==> src/rtl/regfile_scoreboard.sv <==
// Hazard scoreboard and write-port arbiter for the 8x16 register file.
// It counts in-flight writes per register and stalls decode on RAW or counter-full hazards.
// It also shares the single write port between writeback and a debug loader.
module regfile_scoreboard #(
  parameter int NUM_REGS = 8,
  parameter int CNT_W    = 2
) (
  input  logic        clk,
  input  logic        rst_n,
  input  logic        issueValid,
  input  logic [2:0]  issueSr1,
  input  logic        issueUseSr1,
  input  logic [2:0]  issueSr2,
  input  logic        issueUseSr2,
  input  logic [2:0]  issueDr,
  input  logic        issueWritesDr,
  output logic        issueStall,
  input  logic        wbValid,
  input  logic [2:0]  wbDr,
  input  logic [15:0] wbData,
  input  logic        dbgValid,
  input  logic [2:0]  dbgDr,
  input  logic [15:0] dbgData,
  output logic        dbgReady,
  input  logic        flush,
  output logic        rfWe,
  output logic [2:0]  rfDr,
  output logic [15:0] rfDataIn,
  output logic [7:0]  busyVec,
  output logic        sbErr
);

  localparam logic [CNT_W-1:0] CNT_ZERO = {CNT_W{1'b0}};
  localparam logic [CNT_W-1:0] CNT_ONE  = {{(CNT_W-1){1'b0}}, 1'b1};
  localparam logic [CNT_W-1:0] CNT_MAX  = {CNT_W{1'b1}};

  typedef enum logic [1:0] {
    ST_IDLE  = 2'd0,
    ST_DRAIN = 2'd1,
    ST_WRITE = 2'd2
  } state_t;

  state_t                  r_state;
  logic [CNT_W-1:0]        r_pend [NUM_REGS];
  logic [NUM_REGS-1:0]     r_busy;
  logic                    r_err;

  logic [CNT_W-1:0]        w_pend_nxt [NUM_REGS];
  logic [NUM_REGS-1:0]     w_busy;
  logic [NUM_REGS-1:0]     w_busy_nxt;
  logic [NUM_REGS-1:0]     w_inc;
  logic [NUM_REGS-1:0]     w_dec;
  logic                    w_hazard;
  logic                    w_stall;
  logic                    w_accept;
  logic                    w_err_set;

  // Busy flags derived from the current (registered) counters.
  always_comb begin
    for (int r = 0; r < NUM_REGS; r++) begin
      w_busy[r] = (r_pend[r] != CNT_ZERO);
    end
  end

  // Issue hazard check; no bypass from a same-cycle writeback.
  always_comb begin
    w_hazard = issueValid &
               ((issueUseSr1 & w_busy[issueSr1]) |
                (issueUseSr2 & w_busy[issueSr2]) |
                (issueWritesDr & (r_pend[issueDr] == CNT_MAX)));
    w_stall  = w_hazard | (r_state != ST_IDLE) | ((r_state == ST_IDLE) & dbgValid);
    w_accept = issueValid & ~w_stall;
  end

  // Next counter values: increment on accepted writer, decrement on retire, clear on flush.
  always_comb begin
    w_err_set = 1'b0;
    for (int r = 0; r < NUM_REGS; r++) begin
      w_inc[r]      = w_accept & issueWritesDr & (issueDr == 3'(r));
      w_dec[r]      = wbValid & (wbDr == 3'(r)) & w_busy[r];
      w_pend_nxt[r] = r_pend[r];
    end
    if (flush) begin
      for (int r = 0; r < NUM_REGS; r++) begin
        w_pend_nxt[r] = CNT_ZERO;
      end
    end else begin
      w_err_set = wbValid & ~w_busy[wbDr];
      for (int r = 0; r < NUM_REGS; r++) begin
        if (w_inc[r] & ~w_dec[r]) begin
          w_pend_nxt[r] = r_pend[r] + CNT_ONE;
        end else if (~w_inc[r] & w_dec[r]) begin
          w_pend_nxt[r] = r_pend[r] - CNT_ONE;
        end else begin
          w_pend_nxt[r] = r_pend[r];
        end
      end
    end
    for (int r = 0; r < NUM_REGS; r++) begin
      w_busy_nxt[r] = (w_pend_nxt[r] != CNT_ZERO);
    end
  end

  // Counter, busy-view and sticky error state.
  always_ff @(posedge clk) begin
    if (!rst_n) begin
      for (int r = 0; r < NUM_REGS; r++) begin
        r_pend[r] <= CNT_ZERO;
      end
      r_busy <= {NUM_REGS{1'b0}};
      r_err  <= 1'b0;
    end else begin
      for (int r = 0; r < NUM_REGS; r++) begin
        r_pend[r] <= w_pend_nxt[r];
      end
      r_busy <= w_busy_nxt;
      r_err  <= r_err | w_err_set;
    end
  end

  // Debug loader FSM; a flush counts as drained so WRITE follows on the next cycle.
  always_ff @(posedge clk) begin
    if (!rst_n) begin
      r_state <= ST_IDLE;
    end else begin
      case (r_state)
        ST_IDLE: begin
          if (dbgValid) begin
            r_state <= ST_DRAIN;
          end else begin
            r_state <= ST_IDLE;
          end
        end
        ST_DRAIN: begin
          if ((~|w_busy | flush) & ~wbValid) begin
            r_state <= ST_WRITE;
          end else begin
            r_state <= ST_DRAIN;
          end
        end
        ST_WRITE: begin
          if (wbValid) begin
            r_state <= ST_WRITE;
          end else begin
            r_state <= ST_IDLE;
          end
        end
        default: r_state <= ST_IDLE;
      endcase
    end
  end

  // Write-port mux; writeback always wins, and all strobes are held low in reset.
  always_comb begin
    rfWe     = 1'b0;
    rfDr     = 3'd0;
    rfDataIn = 16'd0;
    dbgReady = 1'b0;
    if (!rst_n) begin
      rfWe = 1'b0;
    end else if (wbValid) begin
      rfWe     = 1'b1;
      rfDr     = wbDr;
      rfDataIn = wbData;
    end else if (r_state == ST_WRITE) begin
      rfWe     = 1'b1;
      rfDr     = dbgDr;
      rfDataIn = dbgData;
      dbgReady = 1'b1;
    end else begin
      rfWe = 1'b0;
    end
  end

  assign issueStall = rst_n & w_stall;
  assign busyVec    = r_busy;
  assign sbErr      = r_err;

endmodule

==> config.mk <==
export PLATFORM = sky130hd
export DESIGN_NAME = regfile_scoreboard
export DESIGN_NICKNAME = d
export VERILOG_FILES = /design/src/rtl/regfile_scoreboard.sv
export SDC_FILE = /design/constraint.sdc
export NUM_CORES = 1
export LEC_CHECK = 0
export ABC_CLOCK_PERIOD_IN_PS = 5700
export BUFFER_PORTS_ARGS = -buffer_cell sky130_fd_sc_hd__buf_4
export CAP_MARGIN = 0
export CELL_PAD_IN_SITES_DETAIL_PLACEMENT = 1
export CELL_PAD_IN_SITES_GLOBAL_PLACEMENT = 1
export CORE_ASPECT_RATIO = 0.8
export CORE_MARGIN = 3
export CORE_UTILIZATION = 40
export DETAILED_ROUTE_END_ITERATION = 12
export PLACE_DENSITY_LB_ADDON = 0.1
export SYNTH_ARGS = -nofsm -noshare
export SYNTH_HDL_FRONTEND = slang
export SYNTH_SLANG_ARGS = --single-unit
export TNS_END_PERCENT = 10
==> constraint.sdc <==
create_clock -name clk -period 5.7 [get_ports clk]
set_input_delay 0.285 -clock clk [delete_from_list [all_inputs] [get_ports clk]]
set_output_delay 0.285 -clock clk [all_outputs]
set_load 0.005 [all_outputs]
# Word-level counts from Yosys, hierarchy flattened
# Memory sizes are Yosys's and may differ from the RTL's.
# Index checks and enable logic that the tools add are counted.
[totals]
wordCells = 194
input_bits = 56
regBits = 11
out_inout_bits = 31
ram_bits = 16
mem_count = 1
[op_classes]
eq_ne = 17
bitwise_logic = 83
addsub = 16
n_reduce_logical = 22
order_cmp = 3
muxes = 49
[memory_table]
columns = ["memory", "depth", "word_bits", "read_ports", "rd_clocked_by_memory_dff", "wr", "line_no", "text"]
rows = [
  ["r_pend", 8, 2, 9, 0, 8, "44", "logic [CNT_W-1:0] r_pend [NUM_REGS];"],
]
[ops]
columns = ["operator", "count"]
rows = [
  ["16-bit two-way mux", 4],
  ["2-bit two-way mux", 26],
  ["1-bit bitwise AND", 50],
  ["2-bit nonzero test", 17],
  ["3-bit equality test, second input constant", 8],
  ["1-bit NOT", 19],
  ["2-bit by 1-bit adder with 2-bit output, second input constant", 8],
  ["2-bit by 1-bit subtractor with 2-bit output, second input constant", 8],
  ["1-bit OR", 14],
  ["3-bit by 2-bit equality test with 1-bit output, second input constant", 4],
  ["3-bit by 4-bit < comparator with 1-bit output, second input constant", 3],
  ["1-bit two-way mux", 12],
  ["1-bit binary-select mux with 3-bit select", 3],
  ["3-bit two-way mux", 3],
  ["8-bit OR reduction", 1],
  ["3-bit by 1-bit equality test with 1-bit output, second input constant", 2],
  ["3-bit logical NOT", 2],
  ["2-bit one-hot mux with 3 select lines", 1],
  ["2-bit equality test, second input constant", 2],
  ["2-bit by 1-bit equality test with 1-bit output, second input constant", 1],
  ["2-bit logical NOT", 1],
  ["1-bit logical NOT", 1],
]

# Logic depth before layout (Yosys ltp)
# Gate-level depths: netlist of the first run.
# An unclocked memory read counts as a cell.
[depth]
ltp_word = 20
mapped_depth = 9
ltp_nobuf = 8

# Least setup slack after synthesis of the first run
# OpenSTA, ideal clock, no wires.
[synth_path]
path_kind = "reg-to-reg"
from = "memory r_pend[3][0]"
to = "memory r_pend[5][1]"
t_required_ns = 5.563
path_stages_with_launch = 10
path_buffers = 1
setup_time_ns = 0.137
period_less_slack_ns = 2.269
arrival_time_ns = 2.133
setup_slack_ns = 3.431
path_cell_list = "dfxtp_1 inv_1 ha_1 mux2i_1 mux4_2 a22oi_4 buf_12 nand4_2 a211oi_1 a311oi_1"
[synth_lines]
columns = ["element", "line_no"]
rows = [
  ["start: declaration", "44"],
]

==> impl_metrics.json, run 1 <==
{
  "status": "finished clean",
  "dieWidth_um": 93.5,
  "grt_pass1_vias": 2564,
  "clkLatencyLatePin_ns": 0.28,
  "path_clk_slew_ns": 0.10,
  "dp_hpwl_um": 6400,
  "dieArea_um2": 7110,
  "synth_top_flop_cell": "dfxtp_1",
  "holdCritStartpoint": "dbgValid",
  "tns_ns": 0,
  "fp.dieH_um": 76,
  "rr_endpoint": "r_pend[2][1]",
  "syn_to_final_growth_pct": 28.2,
  "hold-path-endpoint": "r_state[0]",
  "rsz0062_at_grt": "no",
  "clk_path_buf_depth": 2,
  "start_kind": "flip-flop",
  "setup_violations": 0,
  "io_buffers": 86,
  "ff2ff_path_depth": 8,
  "grt_max_degree": 26,
  "holdPathStages": 3,
  "synth_seq_cells": 27,
  "drive_above_1_share": 0.388,
  "ir_drop_mv": 0.120,
  "drv_cap": 0,
  "grt_util_all_layers": 0.224,
  "cts_made_buffers": 3,
  "synth.avg_cell_area_um2": 9.14,
  "yosys.area_share.simple": 0.250,
  "cts-root-buf": "clkbuf_8",
  "postRouteAntennaNets": 0,
  "relSlewSlack": 0.410,
  "drv_slew": 0,
  "path_class": "reg -> out",
  "final_hold_viol_count": 0,
  "synth_top_family_by_area": "compound AO/OA/AOI/OAI gates",
  "rows": 24,
  "synthCells": 268,
  "max_freq_mhz": 304,
  "yosys.cell_types.count": 60,
  "cp.arrival_ns": 3.01,
  "power_density_nw_per_um2": 129,
  "synth_area_um2": 2450,
  "fin_skew_ns": 0.00865,
  "p_leak_nw": 1.18,
  "initial_core_util": 0.432,
  "final_nets": 408,
  "crit_path_end_kind": "primary output",
  "worst_pin_slew_ns": 0.885,
  "cp_max_fo": 25,
  "post-cts-setup-buffer-count": 0,
  "grt-ovfl-total": 0,
  "synthMuxAreaShare": 0.107,
  "holdBufCountCts": 0,
  "wl_um": 8010,
  "drtIter0Drc": 146,
  "synth_compound_area_frac": 0.302,
  "yosys_warnings": 0,
  "finalCritPeriodShare": 0.578,
  "cts_num_sinks": 27,
  "wl_per_cell_um": 19.0,
  "io-pin-count": 87,
  "synthAdderAreaFrac": 0.0409,
  "antenna_found_initial": 0,
  "synth-xor-area-share": 0,
  "synth-edff-count": 0,
  "core_um2": 5680,
  "drt_pre_antenna_iters": 4,
  "gp_congestion": 0.960,
  "grt_pass1_wl_um": 13100,
  "hold_path_class": "in -> reg",
  "htreeDepth": 1,
  "synth_fp_nets": 332,
  "cts_resized": 0,
  "power_mw": 0.404,
  "synthArstFlopShare": 0,
  "dr_total_vias": 2516,
  "vias_per_cell": 5.98,
  "layout_min_cycle_time_ns": 3.29,
  "drc": 0,
  "insertedDiodeCount": 0,
  "cts_tree": "done",
  "required_ns": 5.41,
  "yosysSeqAreaShare": 0.221,
  "crit-reg2reg-launch": "r_pend[5][0]",
  "r2r_setup_slack_ns": 2.68
}
==> final cells by class <==
class                      count  area, um2
clock buffer                   4       45.0
inverter                      20       75.1
fill                         677       2530
timing repair buffer          88        661
tap                           78       97.6
multi-input combinational    204       1720
sequential                    27        541
==> cells in the final DEF, fill, tap and decap left out, types with 6 or more instances in the layout <==
cell      Yosys  layout
buf_4         1      88
dfxtp_1      27      27
inv_1        20      20
a22o_1       18      18
mux2i_1      16      16
nor2_1       14      14
nand2_1      10      10
nor3_1        9       9
nand3_1       8       8
nand4_1       8       8
a21oi_1       8       8
ha_1          8       8
a211oi_1      7       7
a311oi_1      7       7
a31oi_1       6       6
==> kinds of logic (layout without fill, tap and decap cells) <==
| logic type | count (synthesis) | count (layout) |
|---|---|---|
| simple gates | 95 | 95 |
| compound gates | 80 | 80 |
| buf+inv | 37 | 112 |
| flops | 27 | 27 |
| mux | 21 | 21 |
| fa+ha+maj | 8 | 8 |
==> metrics by stage <==
step / util / setup WS (ns) / instance area (um2) / std cells / hold slack [ns]
2_1_floorplan: - / 3.43 / 2450 / 268 / 0.403
3_3_place_gp: 0.545 / 2.85 / 3100 / 417 / 0.425
3_5_place_dp: 0.545 / 2.75 / 3100 / 417 / 0.440
4_1_cts: 0.553 / 2.42 / 3140 / 421 / 0.278
5_1_grt: 0.553 / 2.22 / 3140 / 421 / 0.289
6_report: 0.553 / 2.41 / 3140 / 421 / 0.279
==> routing by layer <==
metal | vias up | global-route usage | wire [um]
li1 | 1209 | - | -
met2 | 102 | 0.378 | 3810
met4 | 0 | 0.0512 | 117
met1 | 1194 | 0.286 | 3390
met5 | - | 0 | 0
met3 | 11 | 0.0543 | 700
==> synthesized netlist by cell type, drive strengths merged (2+ instances only) <==
cell type / number / area, um2
dfxtp: 27 / 541
a22oi: 2 / 28.8
nor2b: 5 / 31.3
o311ai: 2 / 17.5
a21oi: 8 / 40.0
mux2i: 16 / 160
a41oi: 5 / 58.8
a311oi: 7 / 61.3
a21boi: 5 / 56.3
nor4b: 2 / 17.5
nor3b: 6 / 50.1
a22o: 18 / 158
and4: 2 / 17.5
ha: 8 / 100
nand3: 11 / 85.1
and3: 6 / 38.8
nand4: 12 / 100
a211oi: 9 / 77.6
nor2: 14 / 52.6
o21a: 3 / 22.5
or4: 2 / 16.3
mux4: 4 / 90.1
nor3: 12 / 75.1
buf: 7 / 71.3
a31oi: 7 / 58.8
a31o: 7 / 96.4
or3: 6 / 38.8
inv: 20 / 75.1
clkbuf: 10 / 47.5
nand2: 10 / 37.5
or2b: 3 / 26.3
a221oi: 2 / 23.8
==> worst max path at each step <==
| stage | startpoint | endpoint |
|---|---|---|
| 2_1_floorplan | r_pend[3][0] | r_pend[5][1] |
| 6_report | r_pend[5][0] | issueStall |
| 4_1_cts | r_pend[4][0] | issueStall |
| 3_3_place_gp | r_pend[3][0] | issueStall |
| 3_5_place_dp | r_pend[2][0] | issueStall |
| 5_1_grt | r_pend[4][0] | issueStall |
==> power by group <==
part | switching [mW] | total (mW) | leakage, nW | internal [mW]
logic | 0.0476 | 0.0987 | 0.944 | 0.0511
clock network | 0.0628 | 0.113 | 0.0228 | 0.0502
registers | 0.00205 | 0.193 | 0.218 | 0.191
total | 0.113 | 0.404 | 1.18 | 0.292
==> registers in the layout (all words and copies together) (netlist names) <==
register and count:
sbErr 1, r_pend 16, r_state 2, busyVec 8
==> critical path, cell delays in order, from the launching register on <==
cell	delay, ns
dfxtp_1	0.34
inv_1	0.13
ha_1	0.29
mux2i_1	0.11
mux4_2	0.49
a22oi_4	0.76
o21ai_0	0.21
a21oi_1	0.20
nor2b_1	0.06
buf_4	0.13
No activity file was read; power rests on OpenSTA's default activity.
==> run 2, diff against run 1 <==
Settings changed: ABC_AREA from default to 1, ABC_CLOCK_PERIOD_IN_PS 5700 to 2760, CORE_UTILIZATION 40 to 29.
Clock period 5.7 ns to 2.76 ns, I/O delays scaled along.
==> run 2 against run 1 <==
Clock-buffer cell count shrank 1. Clock skew shrank 0.0021 ns. Hold slack got worse by 0.13 ns. Global-route usage shrank 3.0 points. Combinational power rose by 130%. Core utilization down 14 points. Total power rose by 110%. Worst setup slack got worse by 2.0 ns. First-iteration DRC count is 34% lower. Synthesized cell count up 46%.
==> impl_metrics.json, run 2 <==
{
  "wl_um": 8430,
  "htreeDepth": 1,
  "path_clk_slew_ns": 0.10,
  "drc": 0,
  "synthAdderAreaFrac": 0.0434,
  "p_leak_nw": 1.72,
  "drv_slew": 0,
  "synthArstFlopShare": 0,
  "slowest_delay_ns": 0.43,
  "met2_length_um": 4120,
  "cp.arrival_ns": 2.22,
  "synth_top_family_by_area": "simple AND/OR/NAND/NOR gates",
  "synth_fp_nets": 456,
  "post-cts-setup-buffer-count": 0,
  "relSlewSlack": 0.566,
  "top_layer": "met4",
  "netlist_top_cells_area": "dfxtp_1 (23%), nand2_1 (20%), inv_1 (13%), nand3_1 (9.3%), a32o_1 (6.9%)",
  "synth_compound_area_frac": 0.105,
  "drv_cap": 0,
  "synth_seq_cells": 27,
  "dieWidth_um": 106,
  "cts_made_buffers": 3,
  "clk_path_buf_depth": 2,
  "required_ns": 2.62,
  "synth_area_um2": 2310,
  "yosys.cell_types.count": 25,
  "synth.avg_cell_area_um2": 5.89,
  "initial_core_util": 0.305,
  "postRouteAntennaNets": 0,
  "yosysMostFrequentCell": "nand2_1",
  "crit_top_cell": "nand3_1",
  "yosys.area_share.simple": 0.467,
  "yosysSeqAreaShare": 0.234,
  "dr_total_vias": 2784,
  "layout_min_cycle_time_ns": 2.36,
  "holdBufCountCts": 0,
  "finalCritPeriodShare": 0.856,
  "fp.dieH_um": 85.8,
  "largest_register_ffs": 16,
  "tns_ns": 0,
  "drive_above_1_share": 0.228,
  "grt_util_all_layers": 0.194,
  "final_nets": 539,
  "dp_cells": 575,
  "grt_pass1_vias": 2921,
  "setup_violations": 0,
  "synthCells": 392,
  "final_cells": 579,
  "drtIter0Drc": 97,
  "synth_top_area_frac": 0.234,
  "rsz0062_at_grt": "no",
  "insertedDiodeCount": 0,
  "cts_tree": "done",
  "synth_top_flop_cell": "dfxtp_1",
  "power_density_nw_per_um2": 278,
  "io-pin-count": 87,
  "cp_cell_sequence": "inv_1, ha_1, nand2_1, nand3_1, nand3_1, nand3_1, nand2_1, nand2_2, inv_1, nor2_8, nor2_1, buf_4",
  "synthMuxAreaShare": 0,
  "ir_drop_mv": 0.174,
  "dp_hpwl_um": 7150,
  "ys_top_cells_by_count": "nand2_1 (125), inv_1 (79), nand3_1 (43), nor2_1 (38), dfxtp_1 (27)",
  "core_um2": 7570,
  "worst_pin_slew_ns": 0.651,
  "cp_slowest_cell": "dfxtp_1",
  "yosysTopAreaCell": "dfxtp_1",
  "grt-ovfl-total": 0,
  "top_register": "r_pend",
  "yosys_warnings": 0,
  "path_class": "reg -> out",
  "synth-xor-area-share": 0,
  "gp_congestion": 0.810,
  "clkLatencyLatePin_ns": 0.28,
  "vias_per_cell": 4.81,
  "dieArea_um2": 9070,
  "cts_resized": 0,
  "crit_path_end_kind": "primary output",
  "wl_per_cell_um": 14.6,
  "io_buffers": 86,
  "ff2ff_path_depth": 15,
  "grt_max_degree": 22,
  "max_freq_mhz": 423,
  "cts-root-buf": "clkbuf_8",
  "most-common-layout-cells": "nand2_1 (125), buf_4 (88), inv_1 (79), nand3_1 (43), nor2_1 (38)",
  "cts_num_sinks": 27,
  "rows": 28,
  "final_hold_viol_count": 0,
  "wl_met1_um": 3940,
  "fillers": 1064,
  "status": "finished clean",
  "syn_to_final_growth_pct": 34.4,
  "final_common_cell": "nand2_1",
  "drt_pre_antenna_iters": 4,
  "grt_pass1_wl_um": 14400,
  "start_kind": "flip-flop",
  "antenna_found_initial": 0,
  "holdPathStages": 3,
  "cp_max_fo": 10,
  "fin_skew_ns": 0.00653,
  "wl_met3_um": 300,
  "hold_path_class": "in -> reg",
  "synth-edff-count": 0
}
run 2: cell count changes in the layout (fill, tap and decap cells not counted), moves of 15 or more:
cell / previous run / this run
a22o_1: 18 / 0
nand2_1: 10 / 125
nand3_1: 8 / 43
inv_1: 20 / 79
a32o_1: 1 / 16
nor2_1: 14 / 38
mux2i_1: 16 / 0
run 2: final timing paths:
path,endpoint,from,slack (ns)
worst max-delay path,issueStall,r_pend[7][0],0.40
worst min-delay path,r_state[0],dbgValid,0.14
worst max register to register,busyVec[1],r_pend[7][0],0.47
worst min register to register,sbErr,sbErr,0.46
run 2: area by class of cell:
cell class / count / area [um2] / share of cell area
multi-input cells: 275 / 1420 / 0.459
clock buffers: 3 / 41.3 / 0.0133
clock inverters: 1 / 5.00 / 0.00161
flip-flops and latches: 27 / 541 / 0.174
inverters: 80 / 300 / 0.0968
repair buffers: 88 / 661 / 0.213
well taps: 105 / 131 / 0.0423
run 2: routing by layer:
layer,track usage,vias to the layer above
met5,0,-
met4,0.0259,0
met3,0.0293,9
met2,0.345,53
met1,0.255,1310
li1,-,1412
run 2: through the flow:
stage	hold WS, ns	power, mW	setup slack, ns	cell area [um2]	utilization
2_1_floorplan	0.285	0.510	0.979	2310	-
3_3_place_gp	0.427	0.628	0.545	3060	0.404
3_5_place_dp	0.446	0.633	0.493	3060	0.404
4_1_cts	0.139	0.877	0.402	3100	0.410
5_1_grt	0.130	0.919	0.223	3100	0.410
6_report	0.144	0.862	0.397	3100	0.410
run 2: worst max-delay path, delay by kind of cell, from the launching register on:
kind	cells	cell delay [ns]
fa+ha+maj	1	0.29
flops	1	0.43
simple gates	8	0.79
buf+inv	3	0.41
run 2: logic make-up (layout without fill, tap and decap cells):
logic type / count (synthesis) / in the layout
AO/OA/AOI/OAI: 30 / 30
adder cells (fa/ha/maj): 8 / 8
buffers and inverters: 90 / 172
flip-flops: 27 / 27
AND/OR/NAND/NOR: 237 / 237
run 2: power breakdown:
| group | leakage (nW) | total, mW | switching (mW) | internal (mW) |
|---|---|---|---|---|
| sequential | 0.218 | 0.398 | 0.00317 | 0.394 |
| clock | 0.0255 | 0.240 | 0.138 | 0.102 |
| combinational | 1.47 | 0.225 | 0.118 | 0.107 |
| total | 1.72 | 0.862 | 0.259 | 0.603 |
==> run 3, diff against run 2 <==
Settings changed: PLACE_DENSITY from default to 0.84, PLACE_DENSITY_LB_ADDON 0.1 to default, SLEW_MARGIN from default to 25.
==> run 3 against run 2 <==
Fmax grew 4.9%. Critical endpoint is now busyVec[1]. Wire length shrank 2.9%. Die area is the same. Largest cell class unchanged. Critical path type is now reg -> reg. Final cell count shrank 0.17%. Register-to-register slack gained 0.04 ns. First-iteration DRC count grew 48%. Sequential share of layout area is essentially flat. Highest routed layer unchanged. Critical path depth grew 3.
==> impl_metrics.json, run 3 (synthesis results as in run 2) <==
{
  "finalCritPeriodShare": 0.816,
  "cp_max_fo": 10,
  "tns_ns": 0,
  "post-cts-setup-buffer-count": 0,
  "whs_ns": 0.117,
  "gp_congestion": 0.844,
  "largest_register_ffs": 16,
  "final_hold_viol_count": 0,
  "start_kind": "flip-flop",
  "drive_above_1_share": 0.226,
  "drv_slew": 0,
  "holdPathStages": 3,
  "drv_cap": 0,
  "cts_made_buffers": 3,
  "wl_per_cell_um": 14.2,
  "max_freq_mhz": 444,
  "clk_path_buf_depth": 2,
  "drtIter0Drc": 144,
  "layout_min_cycle_time_ns": 2.25,
  "most-common-layout-cells": "nand2_1 (125), buf_4 (87), inv_1 (79), nand3_1 (43), nor2_1 (38)",
  "crit_top_cell": "nand2_1",
  "initial_core_util": 0.305,
  "setup_violations": 0,
  "slowest_delay_ns": 0.35,
  "final_nets": 538,
  "ir_drop_mv": 0.176,
  "postRouteAntennaNets": 0,
  "rsz0062_at_grt": "no",
  "startpoint": "r_pend[0][0]",
  "grt_util_all_layers": 0.180,
  "cp_cell_sequence": "inv_1, ha_1, nand2_1, nand3_1, nand3_1, nand3_1, nand2_1, nand2_2, inv_1, nor2_8, nand4_2, nand2_1, nand2_1, nand3_1, nand2_1",
  "critical_path.endpoint": "busyVec[1]",
  "grt_pass1_wl_um": 13600,
  "dieArea_um2": 9070,
  "insertedDiodeCount": 0,
  "cp_slowest_cell": "dfxtp_1",
  "required_ns": 2.95,
  "wl_um": 8190,
  "path_clk_slew_ns": 0.11,
  "cp.arrival_ns": 2.44,
  "dp_hpwl_um": 6890,
  "core_um2": 7570,
  "final_common_cell": "nand2_1",
  "crit-reg2reg-launch": "r_pend[0][0]",
  "holdBufCountCts": 0,
  "status": "finished clean",
  "dieWidth_um": 106,
  "drt_pre_antenna_iters": 4,
  "cts_num_sinks": 27,
  "grt_max_degree": 22,
  "power_density_nw_per_um2": 282,
  "clkLatencyLatePin_ns": 0.29,
  "vias_per_cell": 4.84,
  "rr_endpoint": "busyVec[1]",
  "cts-root-buf": "clkbuf_8",
  "drc": 0,
  "ff2ff_path_depth": 15,
  "worst_pin_slew_ns": 0.825,
  "r2r_setup_slack_ns": 0.51,
  "grt_pass1_vias": 2874,
  "crit_path_end_kind": "flip-flop",
  "fp.dieH_um": 85.8,
  "p_leak_nw": 1.71,
  "fin_skew_ns": 0.00438,
  "cts_tree": "done",
  "rows": 28,
  "io_buffers": 86,
  "hold_path_class": "in -> reg",
  "top_register": "r_pend",
  "relSlewSlack": 0.450,
  "fillers": 1077,
  "antenna_found_initial": 0,
  "dr_total_vias": 2796,
  "cts_resized": 0,
  "htreeDepth": 1,
  "io-pin-count": 87,
  "path_class": "reg -> reg",
  "syn_to_final_growth_pct": 34.3,
  "grt-ovfl-total": 0
}
[run 3: changes by cell type in the layout (fill, tap and decap cells not counted), sizes merged]
cell and change:
clkinv -1, inv +1, buf -1
[run 3: worst min-delay path by stage]
stage,startpoint,to,slack [ns]
6_report,dbgValid,r_state[0],0.12
5_1_grt,dbgValid,r_state[0],0.12
4_1_cts,dbgValid,r_state[0],0.1
3_5_place_dp,dbgValid,r_state[0],0.42
3_3_place_gp,dbgValid,r_state[0],0.42
2_1_floorplan,dbgValid,r_state[0],0.29
[run 3: area by class of cell]
class | instances | area (um2) | share of cell area
clock inverters | 1 | 8.76 | 0.00283
inverters | 80 | 300 | 0.0969
flip-flops and latches | 27 | 541 | 0.174
repair buffers | 87 | 653 | 0.211
clock buffers | 3 | 41.3 | 0.0133
well taps | 105 | 131 | 0.0424
multi-input cells | 275 | 1420 | 0.459
[run 3: metrics by stage]
stage	util	cells	setup WS, ns	cell area [um2]	total power [mW]
2_1_floorplan	-	392	0.979	2310	0.510
3_3_place_gp	0.403	574	0.627	3050	0.622
3_5_place_dp	0.403	574	0.541	3050	0.629
4_1_cts	0.410	578	0.491	3100	0.888
5_1_grt	0.410	578	0.270	3100	0.922
6_report	0.410	578	0.508	3100	0.873
[run 3: per-layer routing]
metal | vias to the layer above | global-route usage | routed length (um)
li1 | 1410 | - | -
met1 | 1348 | 0.246 | 4070
met2 | 34 | 0.315 | 3880
met3 | 4 | 0.0218 | 204
met4 | 0 | 0.0247 | 41
met5 | - | 0 | 0
[run 3: worst max-delay path: cells and delay by family (launching register included)]
| kind | cells | cell delay [ns] |
|---|---|---|
| AND/OR/NAND/NOR | 12 | 1.31 |
| flip-flops | 1 | 0.35 |
| buffers and inverters | 2 | 0.23 |
| adder cells (fa/ha/maj) | 1 | 0.28 |
[run 3: where the power goes]
part / switching (mW) / internal, mW / leakage [nW]
Clock: 0.147 / 0.106 / 0.0261
Combinational: 0.116 / 0.106 / 1.47
Sequential: 0.00302 / 0.394 / 0.218
